===== src/rtl/fixp_acc_stream.sv =====
// Streaming unsigned fixed-point packet accumulator, split into two half-width add stages.
// Latency: last beat accepted in T -> result valid in T+2; one beat per cycle inside a packet.
// Backpressure: s_tready drops for the bubble after a last beat and stays low until the result is taken.
module fixp_acc_stream #(
    parameter int DATA_WIDTH  = 128,
    parameter int COUNT_WIDTH = 16,
    parameter bit SATURATE    = 1'b1
) (
    input  logic                   axis_aclk,
    input  logic                   axis_aresetn,
    input  logic [DATA_WIDTH-1:0]  s_tdata,
    input  logic                   s_tvalid,
    input  logic                   s_tlast,
    output logic                   s_tready,
    output logic [DATA_WIDTH-1:0]  m_tdata,
    output logic [COUNT_WIDTH-1:0] m_tcount,
    output logic                   m_tuser,
    output logic                   m_tvalid,
    input  logic                   m_tready
);

    localparam int HW = DATA_WIDTH / 2;
    localparam logic [COUNT_WIDTH-1:0] CNT_ONE = COUNT_WIDTH'(1);

    logic [HW-1:0]          acc_lo;
    logic [HW-1:0]          acc_hi;
    logic [HW-1:0]          s2_hi;
    logic                   s2_c1;
    logic                   s2_last;
    logic                   s2_first;
    logic                   s2_valid;
    logic                   first;
    logic                   ovf;
    logic [COUNT_WIDTH-1:0] count;

    logic                   accept;
    logic [HW-1:0]          lo_base;
    logic [HW:0]            lo_sum;
    logic [HW-1:0]          hi_base;
    logic [HW:0]            hi_sum;
    logic                   ovf_final;
    logic [COUNT_WIDTH-1:0] count_next;

    // Depends only on registers, so m_tready never reaches s_tready combinationally.
    assign s_tready = !m_tvalid && !(s2_valid && s2_last);
    assign accept   = s_tvalid && s_tready;

    always_comb begin
        lo_base    = first ? '0 : acc_lo;
        lo_sum     = {1'b0, lo_base} + {1'b0, s_tdata[HW-1:0]};
        hi_base    = s2_first ? '0 : acc_hi;
        hi_sum     = {1'b0, hi_base} + {1'b0, s2_hi} + {{HW{1'b0}}, s2_c1};
        ovf_final  = (!s2_first && ovf) || hi_sum[HW];
        count_next = first ? CNT_ONE : ((&count) ? count : count + CNT_ONE);
    end

    // Stage 1: low half plus the beat counter; the low carry rides along to stage 2.
    always_ff @(posedge axis_aclk or negedge axis_aresetn) begin
        if (!axis_aresetn) begin
            acc_lo   <= '0;
            s2_hi    <= '0;
            s2_c1    <= 1'b0;
            s2_last  <= 1'b0;
            s2_first <= 1'b0;
            s2_valid <= 1'b0;
            first    <= 1'b1;
            count    <= '0;
        end else begin
            s2_valid <= accept;
            if (accept) begin
                {s2_c1, acc_lo} <= lo_sum;
                s2_hi           <= s_tdata[DATA_WIDTH-1:HW];
                s2_last         <= s_tlast;
                s2_first        <= first;
                first           <= s_tlast;
                count           <= count_next;
            end
        end
    end

    // Stage 2: high half one cycle behind, with the sticky overflow.
    always_ff @(posedge axis_aclk or negedge axis_aresetn) begin
        if (!axis_aresetn) begin
            acc_hi <= '0;
            ovf    <= 1'b0;
        end else if (s2_valid) begin
            acc_hi <= hi_sum[HW-1:0];
            ovf    <= ovf_final;
        end
    end

    always_ff @(posedge axis_aclk or negedge axis_aresetn) begin
        if (!axis_aresetn) begin
            m_tdata  <= '0;
            m_tcount <= '0;
            m_tuser  <= 1'b0;
            m_tvalid <= 1'b0;
        end else if (s2_valid && s2_last) begin
            m_tdata  <= (SATURATE && ovf_final) ? '1 : {hi_sum[HW-1:0], acc_lo};
            m_tcount <= count;
            m_tuser  <= ovf_final;
            m_tvalid <= 1'b1;
        end else if (m_tvalid && m_tready) begin
            m_tvalid <= 1'b0;
        end
    end

endmodule


===== config.mk =====
export PLATFORM = sky130hd
export DESIGN_NAME = fixp_acc_stream
export DESIGN_NICKNAME = d
export VERILOG_FILES = /design/src/rtl/fixp_acc_stream.sv
export SDC_FILE = /design/constraint.sdc
export NUM_CORES = 1
export LEC_CHECK = 0
export CORE_UTILIZATION = 35
export DETAILED_ROUTE_END_ITERATION = 10
export GPL_TIMING_DRIVEN = 0
export HOLD_SLACK_MARGIN = 0.02
export PLACE_DENSITY = 0.62
export SYNTH_ARGS = -nofsm -noshare
export SYNTH_HDL_FRONTEND = slang
export SYNTH_SLANG_ARGS = --single-unit

===== constraint.sdc =====
create_clock -name axis_aclk -period 11.8 [get_ports axis_aclk]
set_input_delay 1.18 -clock axis_aclk [delete_from_list [all_inputs] [get_ports axis_aclk]]
set_output_delay 1.18 -clock axis_aclk [all_outputs]
set_load 0.01 [all_outputs]

# --- After elaboration in Yosys (flattened, before gate mapping) ---
# Index checks and enable logic that the tools add are counted.
word_totals:
  in_bits: 133
  out_inout_bits: 147
  reg_bits: 360
op_classes:
  mux: 7
  n_addsub: 4
  reduce_logical: 12
  eq_ne: 1
ops:
  columns: ["operator", "count"]
  rows:
  - ["adder 64 x 64 -> 65 bit", 2]
  - ["2-to-1 mux 128 bit", 1]
  - ["2-to-1 mux 64 bit", 2]
  - ["adder 65 x 1 -> 65 bit", 1]
  - ["2-to-1 mux 16 bit", 2]
  - ["adder 16 x 1 -> 16 bit (second input constant)", 1]
  - ["AND reduction 16 bit", 1]
  - ["logical AND 1 bit", 5]
  - ["logical NOT 1 bit", 3]
  - ["2-to-1 mux 1 bit", 2]
  - ["!= test 2 bit (second input constant)", 1]
  - ["AND reduction 2 bit", 1]
  - ["nonzero test 2 bit", 1]
  - ["logical OR 1 bit", 1]

# --- Longest topological paths before layout ---
# Gate-level depths: netlist (run 1).
logic_depth:
  ltp_word: 5
  ltp_mapped: 15

# --- Least setup slack after synthesis (run 1) ---
# No wires, ideal clock.
synth_timing:
  kind: "in2reg"
  startpoint: "in s_tdata[0]"
  endpoint: "reg acc_lo[62]"
  arrival_time_ns: 4.002
  n_path_buf: 1
  setup_slack_ns: 7.729
  cell_stages: 12
  setup_ns: 0.069
  cell_sequence: "ha_1 > fa_1 > a211o_1 > a211oi_2 > o32ai_1 > or3b_1 > buf_2 > o2111a_1 > o211ai_2 > a2111oi_1 > or4_1 > nand3_1"
synth_via:
  elab_chain_len: 1
synth_lines:
  columns: ["item", "line", "text"]
  rows:
  - ["start, declared", "11", "input logic [DATA_WIDTH-1:0] s_tdata,"]
  - ["adder 64 x 64 -> 65 bit", "50", "lo_sum = {1'b0, lo_base} + {1'b0, s_tdata[HW-1:0]};"]
  - ["end signal, assigned", "71", "{s2_c1, acc_lo} <= lo_sum;"]
  - ["end, declared", "25", "logic [HW-1:0] acc_lo;"]
# No other way between the ends.
# A chain may end at the register's enable or synchronous reset.

# --- Final worst setup path (run 1) ---
layout_timing:
  startpoint: "reg s2_first"
  endpoint: "reg m_tdata[84]"
layout_via:
  elab_chain_len: 5
layout_lines:
  columns: ["item", "line", "text"]
  rows:
  - ["start, declared", "30", "logic s2_first;"]
  - ["start signal, assigned", "74", "s2_first <= first;"]
  - ["2-to-1 mux 64 bit", "51", "hi_base = s2_first ? '0 : acc_hi;"]
  - ["adder 64 x 64 -> 65 bit", "52", "hi_sum = {1'b0, hi_base} + {1'b0, s2_hi} + {{HW{1'b0}}, s2_c1};"]
  - ["adder 65 x 1 -> 65 bit", "52", null]
  - ["logical OR 1 bit", "53", "ovf_final = (!s2_first && ovf) || hi_sum[HW];"]
  - ["2-to-1 mux 128 bit *", "99", "m_tdata <= (SATURATE && ovf_final) ? '1 : {hi_sum[HW-1:0], acc_lo};"]
  - ["end signal, assigned", "99", null]
  - ["end, declared", "15", "output logic [DATA_WIDTH-1:0] m_tdata,"]
# Mark *: on every way between the ends. The rest lies on a longest branch, timed or not.

==> results of run 1 <==
worst max-delay path, delay by kind of cell, from the launching register on:
| family | cells | cell delay (ps) |
|---|---|---|
| buffers and inverters | 5 | 2070 |
| AND/OR/NAND/NOR | 2 | 500 |
| flip-flops | 1 | 320 |
| AO/OA/AOI/OAI | 7 | 2150 |
| adder cells (fa/ha/maj) | 1 | 300 |
Yosys cell counts (4+ instances only):
cell,n,share of area
nor3_1,18,0.0041
nor2b_1,122,0.035
a211o_1,8,0.0032
clkbuf_1,121,0.021
ha_1,128,0.073
a221oi_1,5,0.0020
and2_1,12,0.0034
and4_1,8,0.0032
o21a_1,17,0.0058
nor2_1,299,0.051
nor4_1,13,0.0037
o22a_1,26,0.010
or3_1,5,0.0014
nand2_1,430,0.073
o211ai_1,12,0.0041
a211oi_1,13,0.0044
nand3_1,38,0.0086
nor3b_1,5,0.0017
o211a_1,5,0.0023
nand3b_1,5,0.0017
a21boi_0,4,0.0014
a221o_1,8,0.0036
inv_1,54,0.0092
buf_1,10,0.0017
xnor2_1,71,0.028
buf_2,13,0.0029
a41oi_1,4,0.0016
nand4_1,49,0.014
o21bai_1,25,0.0085
mux2i_1,11,0.0050
o21ai_0,147,0.033
a21o_1,48,0.016
mux2_2,50,0.026
a31oi_1,32,0.0091
a22oi_1,4,0.0014
or2_2,6,0.0017
a21oi_1,256,0.058
dfrtp_1,359,0.41
o31ai_1,8,0.0027
xor2_1,56,0.022
and3_1,14,0.0040
registers in the layout, indices dropped and copies added (netlist names):
register	count
s2_hi	64
acc_hi	64
m_tuser	1
s2_last	1
count	16
ovf	1
m_tdata	128
s2_c1	1
acc_lo	64
m_tcount	16
s2_first	1
m_tvalid	1
s2_valid	1
first	1
per-stage QoR:
step / setup TNS, ps / instances / area (um^2) / hold slack, ps / util
after floorplan: 0 / 2585 / 22100 / 452 / -
after global placement: -2264160 / 3701 / 25900 / 467 / 0.418
after detailed placement: 0 / 3704 / 26000 / 465 / 0.420
after CTS: 0 / 3779 / 27400 / 479 / 0.442
after global routing: 0 / 3779 / 27400 / 512 / 0.442
final: 0 / 3781 / 27400 / 474 / 0.442
final cells by class:
class / instances / area (um^2)
Sequential cell: 360 / 9010
Antenna cell: 2 / 5.00
Buffer: 147 / 579
Inverter: 54 / 203
Timing Repair Buffer: 282 / 2880
Clock buffer: 59 / 1250
Clock inverter: 16 / 138
Multi-Input combinational cell: 2024 / 12300
Fill cell: 6189 / 34600
Tap cell: 837 / 1050
logic make-up after synthesis:
group	share of synthesized area
compound gates	0.188
xor+xnor	0.0504
fa+ha+maj	0.0753
buf+inv	0.0355
flops	0.408
mux	0.0305
simple gates	0.211
power by group through the flow:
stage               clock network (mW)  logic [mW]  registers [mW]
finish                            1.33        5.42            2.15
global route                      1.41        6.01            2.22
CTS                               1.36        5.44            2.15
detailed placement                   0        5.40            2.16
global placement                     0        5.33            2.16
floorplan                            0        3.66            2.12
worst paths after layout:
| kind | startpoint | endpoint | cells past startpoint |
|---|---|---|---|
| setup / recovery | s2_first$_DFFE_PN0P_ | m_tdata[84]$_DFFE_PN0P_ | 15 |
| setup reg to reg | s2_first$_DFFE_PN0P_ | m_tdata[84]$_DFFE_PN0P_ | 15 |
| max in group asynchronous | axis_aresetn | acc_lo[21]$_DFFE_PN0P_ | 2 |
| hold reg to reg | m_tcount[12]$_DFFE_PN0P_ | m_tcount[12]$_DFFE_PN0P_ | 2 |
| min in group asynchronous | axis_aresetn | acc_hi[26]$_DFFE_PN0P_ | 1 |
| hold / removal | m_tcount[12]$_DFFE_PN0P_ | m_tcount[12]$_DFFE_PN0P_ | 2 |
metal layers:
layer,part of all wire,vias to the layer above,global-route usage
li1,-,9651,-
met1,0.44,9522,0.289
met2,0.48,510,0.390
met3,0.058,124,0.0389
met4,0.029,6,0.0719
met5,0.00058,-,0
==> results.toml, run 1 <==
[run_status]
run_status = "finished clean"

[clocking]
ctsRootBufferMaster = "clkbuf_16"
post-cts-setup-buffers = 0
cts_inserted_buffers = 43
cts_tree = "done"
clk_pin_slew_ps = 60
tritoncts_num_sinks = 360
clock_latency_ps = 580
cts_max_level = 2
cts_hold_buffers = 0
clockBufferDepth = 3
cts_repair_resize_count = 0

[sta]
layout_worst_path_cycle_share = 0.466
timing.slew.headroom = 0.193
tightestPinTransition_ps = 1210
maxSlewViolCount = 0
final-setup-viol-count = 0
period_needed_ps = 5500
setup_repair_after_global_routing_missed_its_margin = "no"
final.setup.worst_slack_ps = 6300
max_freq_mhz = 182
clock-skew-final_ps = 20.6
report.final.hold_viol_count = 0

[floorplanning]
coreArea_mm2 = 0.0619
die_height_um = 253
io-pin-count = 280
dieArea_mm2 = 0.0640
die-width_um = 253
total_number_of_placement_rows = 91
start_util = 0.356

[setup_path]
crit_slowest_cell = "a2111oi_1"
worstPathMaxFanout = 10
setup.worst_path.class = "reg -> reg"
reg2reg_slack_ps = 6300
cp_data_required_time_ps = 12230
crit_chain = "clkbuf_1, buf_1, nor2_1, ha_1, buf_2, a21oi_1, o21ai_0, a2111oi_1, a211oi_2, nor3_4, o221ai_4, a31oi_4, buf_4, buf_2, a21oi_1"
cp.arrival_ps = 5930
crit_path_start_kind = "register"
critPathCaptureType = "register"
critical-path-max-stage-delay_ps = 810

[logic_synthesis]
post_synth_instance_area_mm2 = 0.0221
synthDistinctLibCells = 79
synth-edff-count = 0
synthFlopType = "dfrtp_1"
ys_seq_area_frac = 0.408
syn_inst = 2585
avgSynthCellArea_um2 = 8.53
synth_nets = 2849
synthArstFlopShare = 1.00
yosys_warnings = 0
ys_seq_elements = 360

[placement]
place.detailed.hpwl_um = 56600
gpl.final_weighted_congestion = 0.898
port-buffer-count = 279
place_ws_ps = 6290

[drt]
drt_drc_violations_left = 0
detailedRoute.firstPassIterationCount = 5
routed_wire_length_per_instance_um = 19.3
ant_nets = 0
drt_first_iter_violations = 1199
avgViaCountPerCell = 5.24
vias = 19800
finalWirelength_um = 72900

[power]
switching_share = 0.468
leakage_nw = 11.9
finalPower_mw = 8.90
power.share.sequential = 0.241
ir_drop_mv = 0.136
p_int_mw = 4.74
power_frac_comb = 0.609
power_share_of_the_clock_group = 0.149
switching_power_mw = 4.16
power.density_cell_area_mw_per_mm2 = 325

[grt]
grt_util_all_layers = 0.227
grt_max_degree = 119
grt_pass1_vias = 20500
overflow = 0
antenna_found_initial = 5
grt_first_pass_wirelength_um = 114000

[cells_and_area]
nNetsFinal = 3176
syn2layout_area_growth_pct = 24.1
mostFrequentLayoutCell = "nand2_1"
final_layout_size_suffix_gt1_frac = 0.0564
final_cell_mix = "nand2_1, dfrtp_1, nor2_1"

[worst_hold_path]
min-delay-path-class = "reg -> reg"

[run]
timing.max_cap.violations = 0
(Power assumes the default switching activity.)
==> run 2: changes to the inputs <==
==> constraint.sdc (replaced) <==
create_clock -name axis_aclk -period 5.1 [get_ports axis_aclk]
set_input_delay 0.51 -clock axis_aclk [delete_from_list [all_inputs] [get_ports axis_aclk]]
set_output_delay 0.51 -clock axis_aclk [all_outputs]
set_load 0.01 [all_outputs]
==> run 2 against run 1 <==
  * Register-to-register slack worse by 6100 ps
  * First-iteration DRC count is 0.42% lower
  * Critical path depth fell by 1
  * Combinational power is 130% higher
  * Wire length is 0.23% higher
  * Non-clock buffer count unchanged
  * Global-route usage about the same
  * Clock skew down 1.3 ps
  * Sequential power grew 130%
  * Setup slack lost 6100 ps
  * Highest routed layer unchanged
  * Final cell count stayed put
  * Power grew 130%
==> results.toml, run 2 (synthesis gave the netlist of run 1 again) <==
[sta]
max_freq_mhz = 206
timing.slew.headroom = 0.223
tightestPinTransition_ps = 1170
report.final.hold_viol_count = 0
final-setup-viol-count = 0
layout_worst_path_cycle_share = 0.953
setup_repair_after_global_routing_missed_its_margin = "no"
clock-skew-final_ps = 19.3
maxSlewViolCount = 0
period_needed_ps = 4860

[drt]
drt_first_iter_violations = 1194
routed_wire_length_per_instance_um = 19.3
avgViaCountPerCell = 5.25
ant_nets = 0
vias = 19900
finalWirelength_um = 73000
detailedRoute.firstPassIterationCount = 5
drt_drc_violations_left = 0

[setup_path]
reg2reg_slack_ps = 240
cpMostUsedCell = "buf_2"
crit_slowest_cell = "dfrtp_1"
critPathTopFamily = "compound AO/OA/AOI/OAI gates"
critPathCaptureType = "register"
critical-path-max-stage-delay_ps = 720
setup.worst_path.class = "reg -> reg"
worstPathMaxFanout = 10
crit_path_start_kind = "register"
r2r-end = "m_tdata[84]$_DFFE_PN0P_"
worst_r2r_startpoint = "s2_first$_DFFE_PN0P_"
cp.arrival_ps = 5290
r2r_cells = 14
cp_data_required_time_ps = 5530
crit_chain = "buf_2, nor2_1, ha_1, buf_2, a21oi_1, o21ai_0, a2111oi_2, a211oi_2, nor3_4, o221ai_4, a31oi_4, buf_4, buf_2, a21oi_1"
critPathBufInv = 4

[clocking]
post-cts-setup-buffers = 0
clockBufferDepth = 3
clock_latency_ps = 580
cts_max_level = 2
cts_tree = "done"
tritoncts_num_sinks = 360
cts_inserted_buffers = 43
clk_pin_slew_ps = 60
ctsRootBufferMaster = "clkbuf_16"

[grt]
grt.met1_usage = 0.289
grt_first_pass_wirelength_um = 114000
grt_busiest_layer = "met2"
grt_util_all_layers = 0.227
gr-usage-met2 = 0.390
antenna_found_initial = 5
overflow = 0
grt_pass1_vias = 20500
grt_max_degree = 119
groute.layer.met3.usage = 0.0389

[worst_hold_path]
min-delay-path-class = "in -> reg"
hold_end = "s2_hi[62]$_DFFE_PN0P_"
min_delay_path_depth = 3
hold_start = "s_tdata[126]"

[floorplanning]
die_height_um = 253
dieArea_mm2 = 0.0640
die-width_um = 253
coreArea_mm2 = 0.0619
total_number_of_placement_rows = 91
start_util = 0.356
io-pin-count = 280

[placement]
place.detailed.hpwl_um = 56600
gpl.final_weighted_congestion = 0.898
port-buffer-count = 279
placedInstanceArea_mm2 = 0.0260

[run_status]
run_status = "finished clean"

[power]
ir_drop_mv = 0.313
finalPower_mw = 20.6
leakage_nw = 11.9
power.density_cell_area_mw_per_mm2 = 752

[cells_and_area]
mostFrequentLayoutCell = "nand2_1"
final_cell_area_mm2 = 0.0274
syn2layout_area_growth_pct = 24.2
register_with_the_highest_flop_count = "m_tdata"
final_cell_mix = "nand2_1, dfrtp_1, nor2_1"
largest_reg_flops = 128
nNetsFinal = 3176
fillers = 6186
final_layout_size_suffix_gt1_frac = 0.0578

[run]
timing.max_cap.violations = 0
run 2: changes by cell type in the layout (fill, tap and decap cells not counted):
cell / change
clkbuf_2: +1
a2111oi_0: -1
o31ai_2: +1
buf_1: -1
buf_2: +1
dlygate4sd3_1: +1
clkbuf_1: -2
a2111oi_2: +1
o31ai_1: -1
run 2: metal layers:
| layer | routed length (um) | vias up |
|---|---|---|
| met4 | 2050 | 6 |
| met5 | 42 | - |
| met1 | 32000 | 9580 |
| li1 | - | 9649 |
| met3 | 3980 | 120 |
| met2 | 34900 | 504 |
run 2: power by group:
| part | switching (mW) | leakage [nW] | internal (mW) | total, mW |
|---|---|---|---|---|
| Sequential | 0.849 | 4.17 | 4.14 | 4.99 |
| Clock | 1.27 | 0.685 | 1.80 | 3.07 |
| Combinational | 7.53 | 7.08 | 5.02 | 12.6 |
| Total | 9.65 | 11.9 | 11.0 | 20.6 |
run 2: area by class of cell:
type | count | area [um^2] | share of cell area
Multi-Input combinational cell | 2024 | 12300 | 0.448
Sequential cell | 360 | 9010 | 0.329
Timing Repair Buffer | 283 | 2890 | 0.105
Clock buffer | 59 | 1250 | 0.0456
Tap cell | 837 | 1050 | 0.0382
Buffer | 146 | 578 | 0.0211
Inverter | 54 | 203 | 0.00740
Clock inverter | 16 | 138 | 0.00502
Antenna cell | 2 | 5.00 | 0.000183
run 2: repair_timing:
action                                  CTS  global route
gates resized for setup                   1             5
endpoints found under the setup margin  122           104
hold buffers                              1             0
endpoints found under the hold margin    86             0
run 2: worst max path at each step:
stage	from	slack, ps	cells after the start	endpoint
5_1_grt	s2_first$_DFFE_PN0P_	60	14	m_tdata[98]$_DFFE_PN0P_
4_1_cts	s2_first$_DFFE_PN0P_	40	14	m_tdata[84]$_DFFE_PN0P_
2_1_floorplan	first$_DFFE_PN1P_	1320	14	acc_lo[62]$_DFFE_PN0P_
3_3_place_gp	axis_aresetn	-12370	1	acc_lo[22]$_DFFE_PN0P_
6_report	s2_first$_DFFE_PN0P_	240	14	m_tdata[84]$_DFFE_PN0P_
3_5_place_dp	s2_first$_DFFE_PN0P_	-410	15	m_tdata[84]$_DFFE_PN0P_
run 2: stage by stage:
stage / setup WS [ps] / setup TNS [ps] / utilization / hold WS [ps] / instances
after floorplan: 1320 / 0 / - / 214 / 2585
after global placement: -12370 / -4457970 / 0.418 / 467 / 3701
after detailed placement: -407 / -30110 / 0.420 / 465 / 3704
after CTS: 43.3 / 0 / 0.442 / 436 / 3779
after global routing: 58.4 / 0 / 0.442 / 460 / 3779
final: 240 / 0 / 0.442 / 471 / 3781
run 2: tightest hold or removal path: stages:
cell             delay, ps
clkdlybuf4s50_1        400
nand2_1                 50
nand2_1                 40
==> run 3: changes to the inputs <==
--- a/config.mk
+++ b/config.mk
@@ -7,9 +7,10 @@
 export LEC_CHECK = 0
 export CORE_UTILIZATION = 35
 export DETAILED_ROUTE_END_ITERATION = 10
+export DONT_BUFFER_PORTS = 1
 export GPL_TIMING_DRIVEN = 0
 export HOLD_SLACK_MARGIN = 0.02
-export PLACE_DENSITY = 0.62
+export PLACE_DENSITY = 0.56
 export SYNTH_ARGS = -nofsm -noshare
 export SYNTH_HDL_FRONTEND = slang
 export SYNTH_SLANG_ARGS = --single-unit
==> run 3 against run 2 <==
  * The run now ends with negative hold slack, max-slew violations left
  * Clock-buffer cell count rose by 4
  * Wire length decreased by 0.14%
  * Global-route usage decreased by 0.26 points
  * Via count decreased by 3.7%
  * Clock power hardly changed
  * First-iteration DRC count rose by 12%
  * Combinational power fell by 8%
  * Final cell count fell by 6.6%
  * Hold slack got worse by 840 ps
  * Register-to-register slack worse by 60 ps
  * Power shrank 3.4%
  * Non-clock buffer count decreased by 255
  * Critical path type unchanged
  * Largest power group unchanged
  * Highest routed layer unchanged
==> results.toml, run 3 (synthesis gave the netlist of run 1 again) <==
[run_status]
run_status = "complete, but fails checks"
failed_checks = "negative hold slack, max-slew violations"

[placement]
place.detailed.hpwl_um = 55700
placedInstanceArea_mm2 = 0.0231
port-buffer-count = 0
gpl.final_weighted_congestion = 0.901

[grt]
grt_pass1_vias = 18900
grt_util_all_layers = 0.225
overflow = 0
antenna_found_initial = 16
grt_first_pass_wirelength_um = 111000
grt_max_degree = 361

[sta]
final-setup-viol-count = 0
setup_repair_after_global_routing_missed_its_margin = "no"
maxSlewViolCount = 243
timing.setup.tns_ps = 0
worst_hold_slack_ps = -369
max_freq_mhz = 203
tightestPinTransition_ps = 1890
clock-skew-final_ps = 33.9
report.final.hold_viol_count = 178
layout_worst_path_cycle_share = 0.965
period_needed_ps = 4920
timing.slew.headroom = -0.261

[setup_path]
r2r-end = "s2_c1$_DFFE_PN0P_"
critical-path-max-stage-delay_ps = 610
r2r_cells = 13
cp.arrival_ps = 5340
critPathCaptureType = "register"
crit_slowest_cell = "dfstp_2"
crit_path_start_kind = "register"
worst_r2r_startpoint = "first$_DFFE_PN1P_"
setup.worst_path.class = "reg -> reg"
cp_data_required_time_ps = 5520
reg2reg_slack_ps = 180
worstPathMaxFanout = 10
crit_chain = "clkbuf_1, nor2b_1, ha_1, fa_1, a211o_1, a211oi_2, o31ai_1, a31oi_1, o31a_1, o21ai_2, a211o_1, a211oi_1, a211oi_1"

[cells_and_area]
largest_reg_flops = 128
final_cell_area_mm2 = 0.0248
nNetsFinal = 2921
seq_area_mm2 = 0.00901
mostFrequentLayoutCell = "nand2_1"
fillers = 6363
final_cell_mix = "nand2_1, dfrtp_1, nor2_1"
final_layout_size_suffix_gt1_frac = 0.0599
syn2layout_area_growth_pct = 12.4
multiInputGateArea_mm2 = 0.0123
register_with_the_highest_flop_count = "m_tdata"

[floorplanning]
die_height_um = 253
io-pin-count = 280
dieArea_mm2 = 0.0640
die-width_um = 253
total_number_of_placement_rows = 91
start_util = 0.356
coreArea_mm2 = 0.0619

[clocking]
ctsRootBufferMaster = "clkbuf_16"
clk_pin_slew_ps = 60
clock_latency_ps = 580
cts_max_level = 2
clockBufferDepth = 3
cts_inserted_buffers = 43
tritoncts_num_sinks = 360
post-cts-setup-buffers = 0
cts_tree = "done"
cts_hold_buffers = 28

[power]
leakage_nw = 10.9
ir_drop_mv = 0.259
power.density_cell_area_mw_per_mm2 = 803
finalPower_mw = 19.9

[run]
timing.max_cap.violations = 0

[drt]
detailedRoute.firstPassIterationCount = 5
vias = 19100
ant_nets = 0
drt_drc_violations_left = 0
finalWirelength_um = 72900
drt_first_iter_violations = 1343
routed_wire_length_per_instance_um = 20.7
avgViaCountPerCell = 5.42

[worst_hold_path]
min-delay-path-class = "in -> async"
[run 3: cell types whose count changed in the layout (fill, tap and decap cells not counted), moves of 3 or more]
cell	change
clkbuf_1	+7
buf_16	-3
diode_2	+3
dlygate4sd3_1	+27
clkinv_2	-6
clkdlybuf4s50_1	-278
clkbuf_8	-3
[run 3: how the worst max path moves through the flow]
stage | slack [ps] | start | endpoint
floorplan | 1320 | first$_DFFE_PN1P_ | acc_lo[62]$_DFFE_PN0P_
global placement | -370 | s2_first$_DFFE_PN0P_ | acc_hi[62]$_DFFE_PN0P_
detailed placement | -400 | s2_first$_DFFE_PN0P_ | acc_hi[62]$_DFFE_PN0P_
CTS | 40 | s2_first$_DFFE_PN0P_ | m_tdata[109]$_DFFE_PN0P_
global route | 60 | first$_DFFE_PN1P_ | acc_lo[56]$_DFFE_PN0P_
finish | 180 | first$_DFFE_PN1P_ | s2_c1$_DFFE_PN0P_
[run 3: per-layer routing]
| layer | share of wire | GRT usage | vias to the layer above |
|---|---|---|---|
| met2 | 0.46 | 0.363 | 508 |
| li1 | - | - | 9147 |
| met4 | 0.026 | 0.0660 | 22 |
| met3 | 0.075 | 0.0639 | 124 |
| met5 | 0.0019 | 0 | - |
| met1 | 0.44 | 0.291 | 9322 |
[run 3: what timing repair did]
item,CTS,global route
hold endpoints to repair,388,360
resized for setup,3,4
endpoints found under the setup margin,95,100
[run 3: report_power, final]
| part | total, mW | internal, mW | switching [mW] |
|---|---|---|---|
| clock | 3.06 | 1.80 | 1.26 |
| sequential | 5.28 | 4.14 | 1.14 |
| combinational | 11.6 | 4.26 | 7.31 |
[run 3: cell type report]
type,count,area share
Inverter,54,0.00818
Buffer,146,0.0234
Antenna cell,5,0.000505
Tap cell,837,0.0422
Clock buffer,63,0.0489
Clock inverter,13,0.00661
Sequential cell,360,0.363
Multi-Input combinational cell,2024,0.495
Timing Repair Buffer,28,0.0113
[run 3: stage by stage]
step,utilization,instances,worst slack [ps]
detailed placement,0.373,3422,-398
finish,0.400,3530,180
global route,0.400,3527,64.8
global placement,0.373,3422,-369
CTS,0.400,3526,37.0
floorplan,-,2585,1320
[run 3: critical path: cells and delay by family, from the launching register on]
kind / cells / cell delay, ps
DFF: 1 / 610
buffers and inverters: 1 / 550
adders and majority gates: 2 / 710
AOI/OAI and AO/OA: 9 / 2780
and+or+nand+nor: 1 / 120
